## src/rtl/lp_frame_tx_pkg.sv

```systemverilog
// Shared definitions for the lightpipe transmit block.
// Contents: word geometry constants, FSM state type, default idle byte.
package lp_pkg;

    localparam int unsigned BITS_PER_WORD  = 256;
    localparam int unsigned BYTES_PER_WORD = 32;

    localparam logic [7:0] IDLE_BYTE_DEFAULT = 8'h00;

    typedef enum logic {
        IDLE,
        RUN
    } state_e;

endpackage

```

## src/rtl/lp_frame_tx_bit_timer.sv

```systemverilog
// Fractional bit divider for the lightpipe transmitter.
// Each bit lasts period_int (clamped to >= 2) clocks plus the carry of an 8-bit
// accumulator that adds period_frac once per bit. The accumulator restarts at
// each word, so a 256-bit word is exactly 256*period_int + period_frac clocks.
// Ports:
//   clk, reset   clock, asynchronous active-low reset
//   run          transmitter is in a word (timer counts)
//   period_int   integer clocks per bit, latched at word_start
//   period_frac  fractional clocks per bit (1/256), latched at word_start
//   word_start   this cycle ends the previous bit and begins bit 0
//   bit_tick     last clock of the current bit
module lp_bit_timer #(
    parameter int unsigned DIVW = 16
) (
    input  logic            clk,
    input  logic            reset,
    input  logic            run,
    input  logic [DIVW-9:0] period_int,
    input  logic [7:0]      period_frac,
    input  logic            word_start,
    output logic            bit_tick
);

    localparam int unsigned PW = DIVW - 8;

    logic [PW-1:0] int_q, int_d, cnt_q, cnt_d, int_src;
    logic [7:0]    frac_q, frac_d, acc_q, acc_d, frac_src, acc_src;
    logic [8:0]    sum;
    logic [PW:0]   len;

    always_comb begin
        // A new word takes fresh period inputs and an empty accumulator.
        int_src  = word_start ? ((period_int < PW'(2)) ? PW'(2) : period_int) : int_q;
        frac_src = word_start ? period_frac : frac_q;
        acc_src  = word_start ? 8'd0 : acc_q;
        sum      = {1'b0, acc_src} + {1'b0, frac_src};
        len      = {1'b0, int_src} + {{PW{1'b0}}, sum[8]};
        bit_tick = run & (cnt_q == '0);

        int_d  = int_q;
        frac_d = frac_q;
        acc_d  = acc_q;
        cnt_d  = cnt_q;
        if (word_start || bit_tick) begin
            int_d  = int_src;
            frac_d = frac_src;
            acc_d  = sum[7:0];
            cnt_d  = PW'(len - 1'b1);
        end else if (run) begin
            cnt_d = cnt_q - 1'b1;
        end else begin
            cnt_d = '0;
            acc_d = '0;
        end
    end

    always_ff @(posedge clk or negedge reset) begin
        if (!reset) begin
            int_q  <= '0;
            frac_q <= '0;
            acc_q  <= '0;
            cnt_q  <= '0;
        end else begin
            int_q  <= int_d;
            frac_q <= frac_d;
            acc_q  <= acc_d;
            cnt_q  <= cnt_d;
        end
    end

endmodule

```

## src/rtl/lp_frame_tx.sv

```systemverilog
// Lightpipe transmitter: word clock (256 bits/word) plus MSB-first serial data.
// Optional build macro LP_TX_PARITY_EN: bit 255 carries even parity over bits
// 0..254 of the same word instead of the last data bit.
// Ports:
//   clk, reset                 clock, asynchronous active-low reset
//   enable                     run request (word always completes)
//   period_int, period_frac    bit period, integer + 1/256 fraction
//   din, din_valid, din_ready  byte input handshake into a one-byte hold register
//   wc                         word clock, high for bits 0..127
//   txd                        serial data
//   bitstrobe                  first clock of every bit
//   underrun                   IDLE_BYTE substituted at a byte boundary
module lp_frame_tx
    import lp_pkg::*;
#(
    parameter int unsigned DIVW      = 16,
    parameter logic [7:0]  IDLE_BYTE = IDLE_BYTE_DEFAULT
) (
    input  logic            clk,
    input  logic            reset,
    input  logic            enable,
    input  logic [DIVW-9:0] period_int,
    input  logic [7:0]      period_frac,
    input  logic [7:0]      din,
    input  logic            din_valid,
    output logic            din_ready,
    output logic            wc,
    output logic            txd,
    output logic            bitstrobe,
    output logic            underrun
);

    localparam logic [7:0] LAST_BIT = 8'(BITS_PER_WORD - 1);

    state_e     state_q, state_d;
    logic [7:0] idx_q, idx_d, next_idx;
    logic [7:0] shift_q, shift_d, hold_q, hold_d;
    logic       hold_full_q, hold_full_d;
    logic       strobe_q, strobe_d, underrun_q, underrun_d;
    logic       bit_tick, start, last, running_tick, stop, adv, word_start;
    logic       byte_load, unload, accept, tx_bit;

    lp_bit_timer #(
        .DIVW(DIVW)
    ) u_bit_timer (
        .clk        (clk),
        .reset      (reset),
        .run        (state_q == RUN),
        .period_int (period_int),
        .period_frac(period_frac),
        .word_start (word_start),
        .bit_tick   (bit_tick)
    );

    always_comb begin
        start        = (state_q == IDLE) & enable;
        last         = (idx_q == LAST_BIT);
        running_tick = (state_q == RUN) & bit_tick;
        stop         = running_tick & last & ~enable;
        // adv: next cycle is the first clock of a transmitted bit
        adv          = start | (running_tick & ~stop);
        word_start   = start | (running_tick & last & enable);
        next_idx     = start ? 8'd0 : idx_q + 8'd1;
        byte_load    = adv & (next_idx[2:0] == 3'd0);
        unload       = byte_load & hold_full_q;
        din_ready    = ~hold_full_q | unload;
        accept       = din_valid & din_ready;

        state_d = state_q;
        if (start) begin
            state_d = RUN;
        end else if (stop) begin
            state_d = IDLE;
        end

        idx_d = idx_q;
        if (start || running_tick) begin
            idx_d = next_idx;
        end

        shift_d = shift_q;
        if (byte_load) begin
            shift_d = hold_full_q ? hold_q : IDLE_BYTE;
        end else if (adv) begin
            shift_d = {shift_q[6:0], 1'b0};
        end

        strobe_d   = adv;
        underrun_d = byte_load & ~hold_full_q;

        // Old byte leaves and new byte arrives in the same cycle when both happen.
        hold_d      = accept ? din : hold_q;
        hold_full_d = accept | (hold_full_q & ~unload);
    end

    always_ff @(posedge clk or negedge reset) begin
        if (!reset) begin
            state_q     <= IDLE;
            idx_q       <= '0;
            shift_q     <= '0;
            hold_q      <= '0;
            hold_full_q <= 1'b0;
            strobe_q    <= 1'b0;
            underrun_q  <= 1'b0;
        end else begin
            state_q     <= state_d;
            idx_q       <= idx_d;
            shift_q     <= shift_d;
            hold_q      <= hold_d;
            hold_full_q <= hold_full_d;
            strobe_q    <= strobe_d;
            underrun_q  <= underrun_d;
        end
    end

`ifdef LP_TX_PARITY_EN
    logic par_q, par_d;

    // Running XOR of the bits sent so far in this word; bit 255 is not folded in.
    always_comb begin
        par_d = par_q;
        if (adv) begin
            par_d = ((next_idx == 8'd0) ? 1'b0 : par_q)
                  ^ ((next_idx == LAST_BIT) ? 1'b0 : shift_d[7]);
        end
    end

    always_ff @(posedge clk or negedge reset) begin
        if (!reset) begin
            par_q <= 1'b0;
        end else begin
            par_q <= par_d;
        end
    end

    assign tx_bit = last ? par_q : shift_q[7];
`else
    assign tx_bit = shift_q[7];
`endif

    assign wc        = (state_q == RUN) & ~idx_q[7];
    assign txd       = (state_q == RUN) & tx_bit;
    assign bitstrobe = strobe_q;
    assign underrun  = underrun_q;

endmodule

```

## config.mk

```make
export PLATFORM = sky130hd
export DESIGN_NAME = lp_frame_tx
export DESIGN_NICKNAME = d
export VERILOG_FILES = /design/src/rtl/lp_frame_tx_pkg.sv /design/src/rtl/lp_frame_tx_bit_timer.sv /design/src/rtl/lp_frame_tx.sv
export SDC_FILE = /design/constraint.sdc
export NUM_CORES = 1
export LEC_CHECK = 0
export ABC_AREA = 1
export CELL_PAD_IN_SITES_DETAIL_PLACEMENT = 0
export CELL_PAD_IN_SITES_GLOBAL_PLACEMENT = 1
export CORE_ASPECT_RATIO = 1.1
export CORE_MARGIN = 3
export CORE_UTILIZATION = 30
export DETAILED_ROUTE_END_ITERATION = 7
export GPL_TIMING_DRIVEN = 1
export PLACE_DENSITY_LB_ADDON = 0.1
export SLEW_MARGIN = 0
export SYNTH_ARGS = -nofsm -noshare
export SYNTH_HDL_FRONTEND = slang
export SYNTH_SLANG_ARGS = --single-unit
```

## constraint.sdc

```tcl
create_clock -name clk -period 4.02 [get_ports clk]
set_input_delay 0.804 -clock clk [delete_from_list [all_inputs] [get_ports clk]]
set_output_delay 0.804 -clock clk [all_outputs]
set_load 0.01 [all_outputs]
```

==> impl_metrics.env, run 1 <==
export IMPL_status="finished clean"
export IMPL_drive_gt1_frac=0.159
export IMPL_synth_main_ff_cell="dfrtp_1"
export IMPL_p_leak_nw=2.13
export IMPL_criticalPathCategory="reg -> reg"
export IMPL_cts_max_path_buffers=2
export IMPL_tritoncts="built"
export IMPL_wirelength_um=7700
export IMPL_intPower_mw=1.96
export IMPL_swShare=0.400
export IMPL_pwr_share_comb=0.458
export IMPL_nets=528
export IMPL_max_freq_mhz=275
export IMPL_yosysTopAreaCell="dfrtp_1"
export IMPL_syn_area_um2=3290
export IMPL_grt_max_degree=40
export IMPL_finClkSkew_ns=0.00779
export IMPL_cts_inserted_buffers=9
export IMPL_track_usage=0.138
export IMPL_irDropWorstVdd_uv=279
export IMPL_rsz0062_at_grt="false"
export IMPL_synthToLayoutAreaGrowth_pct=29.9
export IMPL_synth_xor_area_share=0.0186
export IMPL_ant_nets=0
export IMPL_die_y_um=116
export IMPL_grt_pass1_wl_um=13200
export IMPL_start_util=0.313
export IMPL_core_um2=10500
export IMPL_synth_top_area_share=0.456
export IMPL_drv_slew=0
export IMPL_yosysWarnings=0
export IMPL_path_delay_family="simple AND/OR/NAND/NOR gates"
export IMPL_ys_top_cells_by_area="dfrtp_1 46%, nand2_1 14%, inv_1 5.7%, nand3_1 5.5%, nor2_1 5.0%"
export IMPL_root_buffer="clkbuf_16"
export IMPL_multi_input_area_um2=1560
export IMPL_placedCellCount=615
export IMPL_place_gp_congestion=0.799
export IMPL_period_needed_ns=3.63
export IMPL_cpPeakStageDelay_ns=0.38
export IMPL_synth_top_family_by_area="simple AND/OR/NAND/NOR gates"
export IMPL_p_seq_frac=0.303
export IMPL_fin_setup_tns_ns=0
export IMPL_seqCellArea_um2=1500
export IMPL_drt_vias_per_instance=4.39
export IMPL_dieArea_um2=12300
export IMPL_clkSinkCount=60
export IMPL_slew_limit_headroom=0.389
export IMPL_clock_latency_ns=0.34
export IMPL_port_buffers=32
export IMPL_cts_hold_fix_buffers=0
export IMPL_worstMarginPinSlew_ns=0.917
export IMPL_stdcell_count=634
export IMPL_drt_iter0_markers=116
export IMPL_ys_seq_elements=60
export IMPL_path_buf_inv=4
export IMPL_die_w_um=106
export IMPL_clk_pin_slew_ns=0.06
export IMPL_critical_path_slowest_cell="dfrtp_1"
export IMPL_antenna_diode_count=0
export IMPL_critPathMaxFanout=6
export IMPL_fin_util=0.406
export IMPL_fillerInstances=1119
export IMPL_start_kind="flip-flop"
export IMPL_synthAdderAreaFrac=0.0555
export IMPL_avgSynthCellArea_um2=7.73
export IMPL_syn_nets=468
export IMPL_grt_antenna_before_repair=0
export IMPL_grt_pass1_vias=2747
export IMPL_yosysSeqAreaShare=0.456
export IMPL_synth_compound_area_frac=0.0858
export IMPL_drc=0
export IMPL_crit_top_cell="nand2_1"
export IMPL_synth_distinct_cells=35
export IMPL_io_pins=33
export IMPL_p_switching_mw=1.31
export IMPL_synthCells=426
export IMPL_synthArstFlopShare=1.00
export IMPL_vias=2784
export IMPL_finalHoldViolCount=0
export IMPL_power_per_cell_area_nw_per_um2=764
export IMPL_synth_most_common_cell="nand2_1"
export IMPL_finalSetupViolations=0
export IMPL_max_cap_viol_count=0
export IMPL_synth_mux_area_frac=0
export IMPL_finalCritPeriodShare=0.904
export IMPL_layout_cell_area_non_filler_um2=4280
export IMPL_first_pass_iters=4
export IMPL_row_count=39
export IMPL_placed_area_um2=3910
export IMPL_crit_arrival_ns=3.85
export IMPL_ys_top_cells_by_count="125 x nand2_1, 60 x dfrtp_1, 50 x inv_1, 44 x nor2_1, 36 x nand3_1"
export IMPL_synth_edf_count=0
export IMPL_cp_end_kind="flip-flop"
export IMPL_required_ns=4.24
export IMPL_rrSetupSlack_ns=0.39
export IMPL_yosys_area_share_simple=0.302
export IMPL_dpl_hpwl_um=5620
export IMPL_clkPwrFrac=0.239
export IMPL_htreeDepth=3
export IMPL_grt_overflow_total=0
export IMPL_hold_path_class="reg -> reg"
export IMPL_post_drt_wl_per_cell_um=12.1
## worst reg2reg max path: cells and delay by family (launching register included)
family,cells,cell delay [ns]
compound gates,2,0.27
fa+ha+maj,5,0.90
buf+inv,4,0.29
flops,1,0.38
simple gates,20,1.69
## power by group through the flow
stage	Combinational [mW]	Sequential [mW]	Clock (mW)
finish	1.50	0.991	0.780
global route	1.72	1.02	0.831
CTS	1.46	0.992	0.806
detailed placement	1.46	0.998	0
global placement	1.46	0.997	0
floorplan	1.03	0.960	0
## metrics by stage
stage	setup slack (ns)	power, mW	hold slack [ns]
after floorplan	0.369	1.99	0.437
after global placement	-0.109	2.46	0.450
after detailed placement	-0.230	2.46	0.454
after CTS	0.0995	3.26	0.468
after global routing	0.00458	3.58	0.495
final	0.387	3.27	0.461
## final timing paths
check	start	end	cells past startpoint
max	u_bit_timer.cnt_q[1]	u_bit_timer.cnt_q[6]	31
max in group asynchronous	reset	shift_q[0]	2
min in group asynchronous	reset	u_bit_timer.int_q[4]	1
min reg2reg	u_bit_timer.frac_q[5]	u_bit_timer.frac_q[5]	2
min	u_bit_timer.frac_q[5]	u_bit_timer.frac_q[5]	2
max reg2reg	u_bit_timer.cnt_q[1]	u_bit_timer.cnt_q[6]	31
## metal layers
layer	track usage	up-vias	routed length [um]
met5	0	-	0
met4	0.0440	0	99
met3	0.0462	6	280
met2	0.223	37	3540
met1	0.177	1268	3780
li1	-	1473	-
## area by class of cell
type,instances,area share
repair buffers,59,0.122
inverters,58,0.0509
clock inverters,7,0.0175
flip-flops and latches,60,0.351
multi-input cells,298,0.365
clock buffers,9,0.0526
well taps,143,0.0418
## cells by family after synthesis
| group | count (synthesis) |
|---|---|
| compound gates | 48 |
| xor+xnor | 7 |
| fa+ha+maj | 14 |
| buf+inv | 68 |
| flops | 60 |
| simple gates | 229 |
## cells in the final DEF (no fill, tap or decap), types with 10 or more instances in the layout
cell / synthesis / routed
inv_1: 50 / 49
o21ai_0: 12 / 11
ha_1: 13 / 10
nand2_2: 9 / 10
nand2_1: 125 / 124
clkdlybuf4s50_1: 0 / 30
dfrtp_1: 60 / 60
buf_4: 2 / 27
a21oi_1: 12 / 11
nor2_1: 44 / 44
nand3_1: 36 / 36
## sequential cells by signal, indices dropped and copies added, names as in the netlist
name	count
hold_full_q	1
idx_q	8
bitstrobe	1
u_bit_timer.acc_q	8
u_bit_timer.cnt_q	8
state_q	1
shift_q	8
u_bit_timer.frac_q	8
u_bit_timer.int_q	8
underrun	1
hold_q	8
## repair_timing
item,CTS,global route
setup endpoints to repair,0,7
buffers inserted,0,3
gates resized for setup,0,13
No activity file was read; power rests on OpenSTA's default activity.
==> run 2, diff against run 1 <==
Clock period 4.02 ns to 3.97 ns, I/O delays scaled along.
==> run 2 against run 1 <==
Compared with the run above:
- routed wire length rose by 2.1%
- clock skew is 0.0025 ns lower
- critical endpoint unchanged
- count of clock-buffer cells in the layout is 2 higher
- critical path type unchanged
- sequential power about the same
- first-iteration DRC count down 16%
- total power increased by 3.4%
- global-route usage up 0.39 points
- final cell count increased by 1.6%
- largest power group unchanged
==> impl_metrics.env, run 2 (synthesis results as in run 1) <==
export IMPL_status="finished clean"
export IMPL_start_kind="flip-flop"
export IMPL_power_total_mw=3.38
export IMPL_drive_gt1_frac=0.180
export IMPL_cts_max_path_buffers=2
export IMPL_grt_pass1_vias=2868
export IMPL_grt_pass1_wl_um=13700
export IMPL_ff2ff_path_depth=31
export IMPL_p_leak_nw=2.20
export IMPL_post_drt_wl_per_cell_um=12.2
export IMPL_root_buffer="clkbuf_16"
export IMPL_vias=2830
export IMPL_intPower_mw=2.06
export IMPL_first_pass_iters=4
export IMPL_finClkSkew_ns=0.00529
export IMPL_cts_inserted_buffers=9
export IMPL_grt_antenna_before_repair=0
export IMPL_htreeDepth=3
export IMPL_clkPwrFrac=0.236
export IMPL_drt_iter0_markers=97
export IMPL_worst_hold_path_num_cells=2
export IMPL_grt_max_degree=40
export IMPL_antenna_diode_count=0
export IMPL_finalHoldViolCount=0
export IMPL_final_cell_mix="123 x nand2_1, 60 x dfrtp_1, 48 x inv_1, 44 x nor2_1, 37 x buf_4"
export IMPL_ant_nets=0
export IMPL_critPathMaxFanout=6
export IMPL_critical_path_slowest_cell="dfrtp_1"
export IMPL_grt_overflow_total=0
export IMPL_highest_layer="met4"
export IMPL_worstHoldStart="u_bit_timer.frac_q[3]"
export IMPL_drv_slew=0
export IMPL_row_count=39
export IMPL_wirelength_um=7860
export IMPL_r2r_start="u_bit_timer.cnt_q[0]"
export IMPL_drt_vias_per_instance=4.39
export IMPL_required_ns=4.19
export IMPL_criticalPathCategory="reg -> reg"
export IMPL_irDropWorstVdd_uv=320
export IMPL_drc=0
export IMPL_clk_pin_slew_ns=0.05
export IMPL_finalSetupViolations=0
export IMPL_track_usage=0.142
export IMPL_p_switching_mw=1.31
export IMPL_m1WireLength_um=3910
export IMPL_dr_wl_met2_um=3580
export IMPL_clock_latency_ns=0.33
export IMPL_whs_ns=0.464
export IMPL_die_y_um=116
export IMPL_dieArea_um2=12300
export IMPL_start_util=0.313
export IMPL_slew_limit_headroom=0.378
export IMPL_dpl_hpwl_um=5710
export IMPL_finalCritPeriodShare=0.916
export IMPL_io_pins=33
export IMPL_crit_arrival_ns=3.86
export IMPL_swShare=0.389
export IMPL_cp_end_kind="flip-flop"
export IMPL_die_w_um=106
export IMPL_nets=538
export IMPL_period_needed_ns=3.64
export IMPL_cpPeakStageDelay_ns=0.39
export IMPL_met3_wirelength_um=188
export IMPL_rrSetupSlack_ns=0.33
export IMPL_crit_top_cell="nand2_1"
export IMPL_max_cap_viol_count=0
export IMPL_hold_path_end="u_bit_timer.frac_q[3]"
export IMPL_p_seq_frac=0.293
export IMPL_port_buffers=32
export IMPL_core_um2=10500
export IMPL_power_per_cell_area_nw_per_um2=775
export IMPL_pwr_share_comb=0.471
export IMPL_hold_path_class="reg -> reg"
export IMPL_synthToLayoutAreaGrowth_pct=32.3
export IMPL_tritoncts="built"
export IMPL_clkSinkCount=60
export IMPL_place_gp_congestion=0.801
export IMPL_critPathLaunch="u_bit_timer.cnt_q[0]"
export IMPL_r2r_end="u_bit_timer.cnt_q[6]"
export IMPL_max_freq_mhz=275
export IMPL_worstMarginPinSlew_ns=0.933
export IMPL_final_common_cell="nand2_1"
## run 2: worst max-delay path, delay by kind of cell (launching register included)
family	cells	cell delay, ns
and+or+nand+nor	20	1.69
adders and majority gates	5	0.90
DFF	1	0.39
AOI/OAI and AO/OA	2	0.27
buffers and inverters	4	0.24
## run 2: power groups by stage
| stage | clock, mW | sequential, mW | combinational [mW] |
|---|---|---|---|
| floorplan | 0 | 0.972 | 1.04 |
| global placement | 0 | 1.00 | 1.49 |
| detailed placement | 0 | 1.01 | 1.50 |
| CTS | 0.822 | 0.996 | 1.51 |
| global route | 0.847 | 1.02 | 1.83 |
| finish | 0.797 | 0.989 | 1.59 |
## run 2: worst max-delay path by stage
stage                            to  slack, ns
6_report       u_bit_timer.cnt_q[6]       0.33
5_1_grt        u_bit_timer.cnt_q[6]      -0.03
4_1_cts        u_bit_timer.cnt_q[6]       0.12
3_5_place_dp   u_bit_timer.cnt_q[6]      -0.22
3_3_place_gp   u_bit_timer.cnt_q[6]      -0.16
2_1_floorplan  u_bit_timer.cnt_q[6]       0.33
## run 2: per-layer routing
layer  up-vias  global-route usage
met3        12              0.0240
met1      1293               0.190
met2        30               0.223
met5         -                   0
li1       1495                   -
met4         0              0.0751
## run 2: per-stage QoR
step	utilization	TNS [ns]	setup WS, ns	std cells	instance area [um2]
after global routing	0.413	-0.0447	-0.0293	644	4360
after detailed placement	0.372	-0.944	-0.220	616	3920
after global placement	0.372	-0.560	-0.157	616	3920
final	0.413	0	0.333	644	4360
after floorplan	-	0	0.329	426	3290
after CTS	0.401	0	0.115	632	4220
## run 2: what timing repair did
item                                    4_1_cts  5_1_grt
setup buffers                                 0       12
gates resized for setup                       0       15
endpoints found under the setup margin        0        7
hold buffers                                  0        0
## run 2: layout make-up
| cell class | count | area (um2) |
|---|---|---|
| repair buffers | 69 | 596 |
| fillers | 1127 | 6180 |
| inverters | 58 | 220 |
| clock buffers | 11 | 253 |
| well taps | 143 | 179 |
| flip-flops and latches | 60 | 1500 |
| multi-input cells | 298 | 1560 |
| clock inverters | 5 | 50.0 |
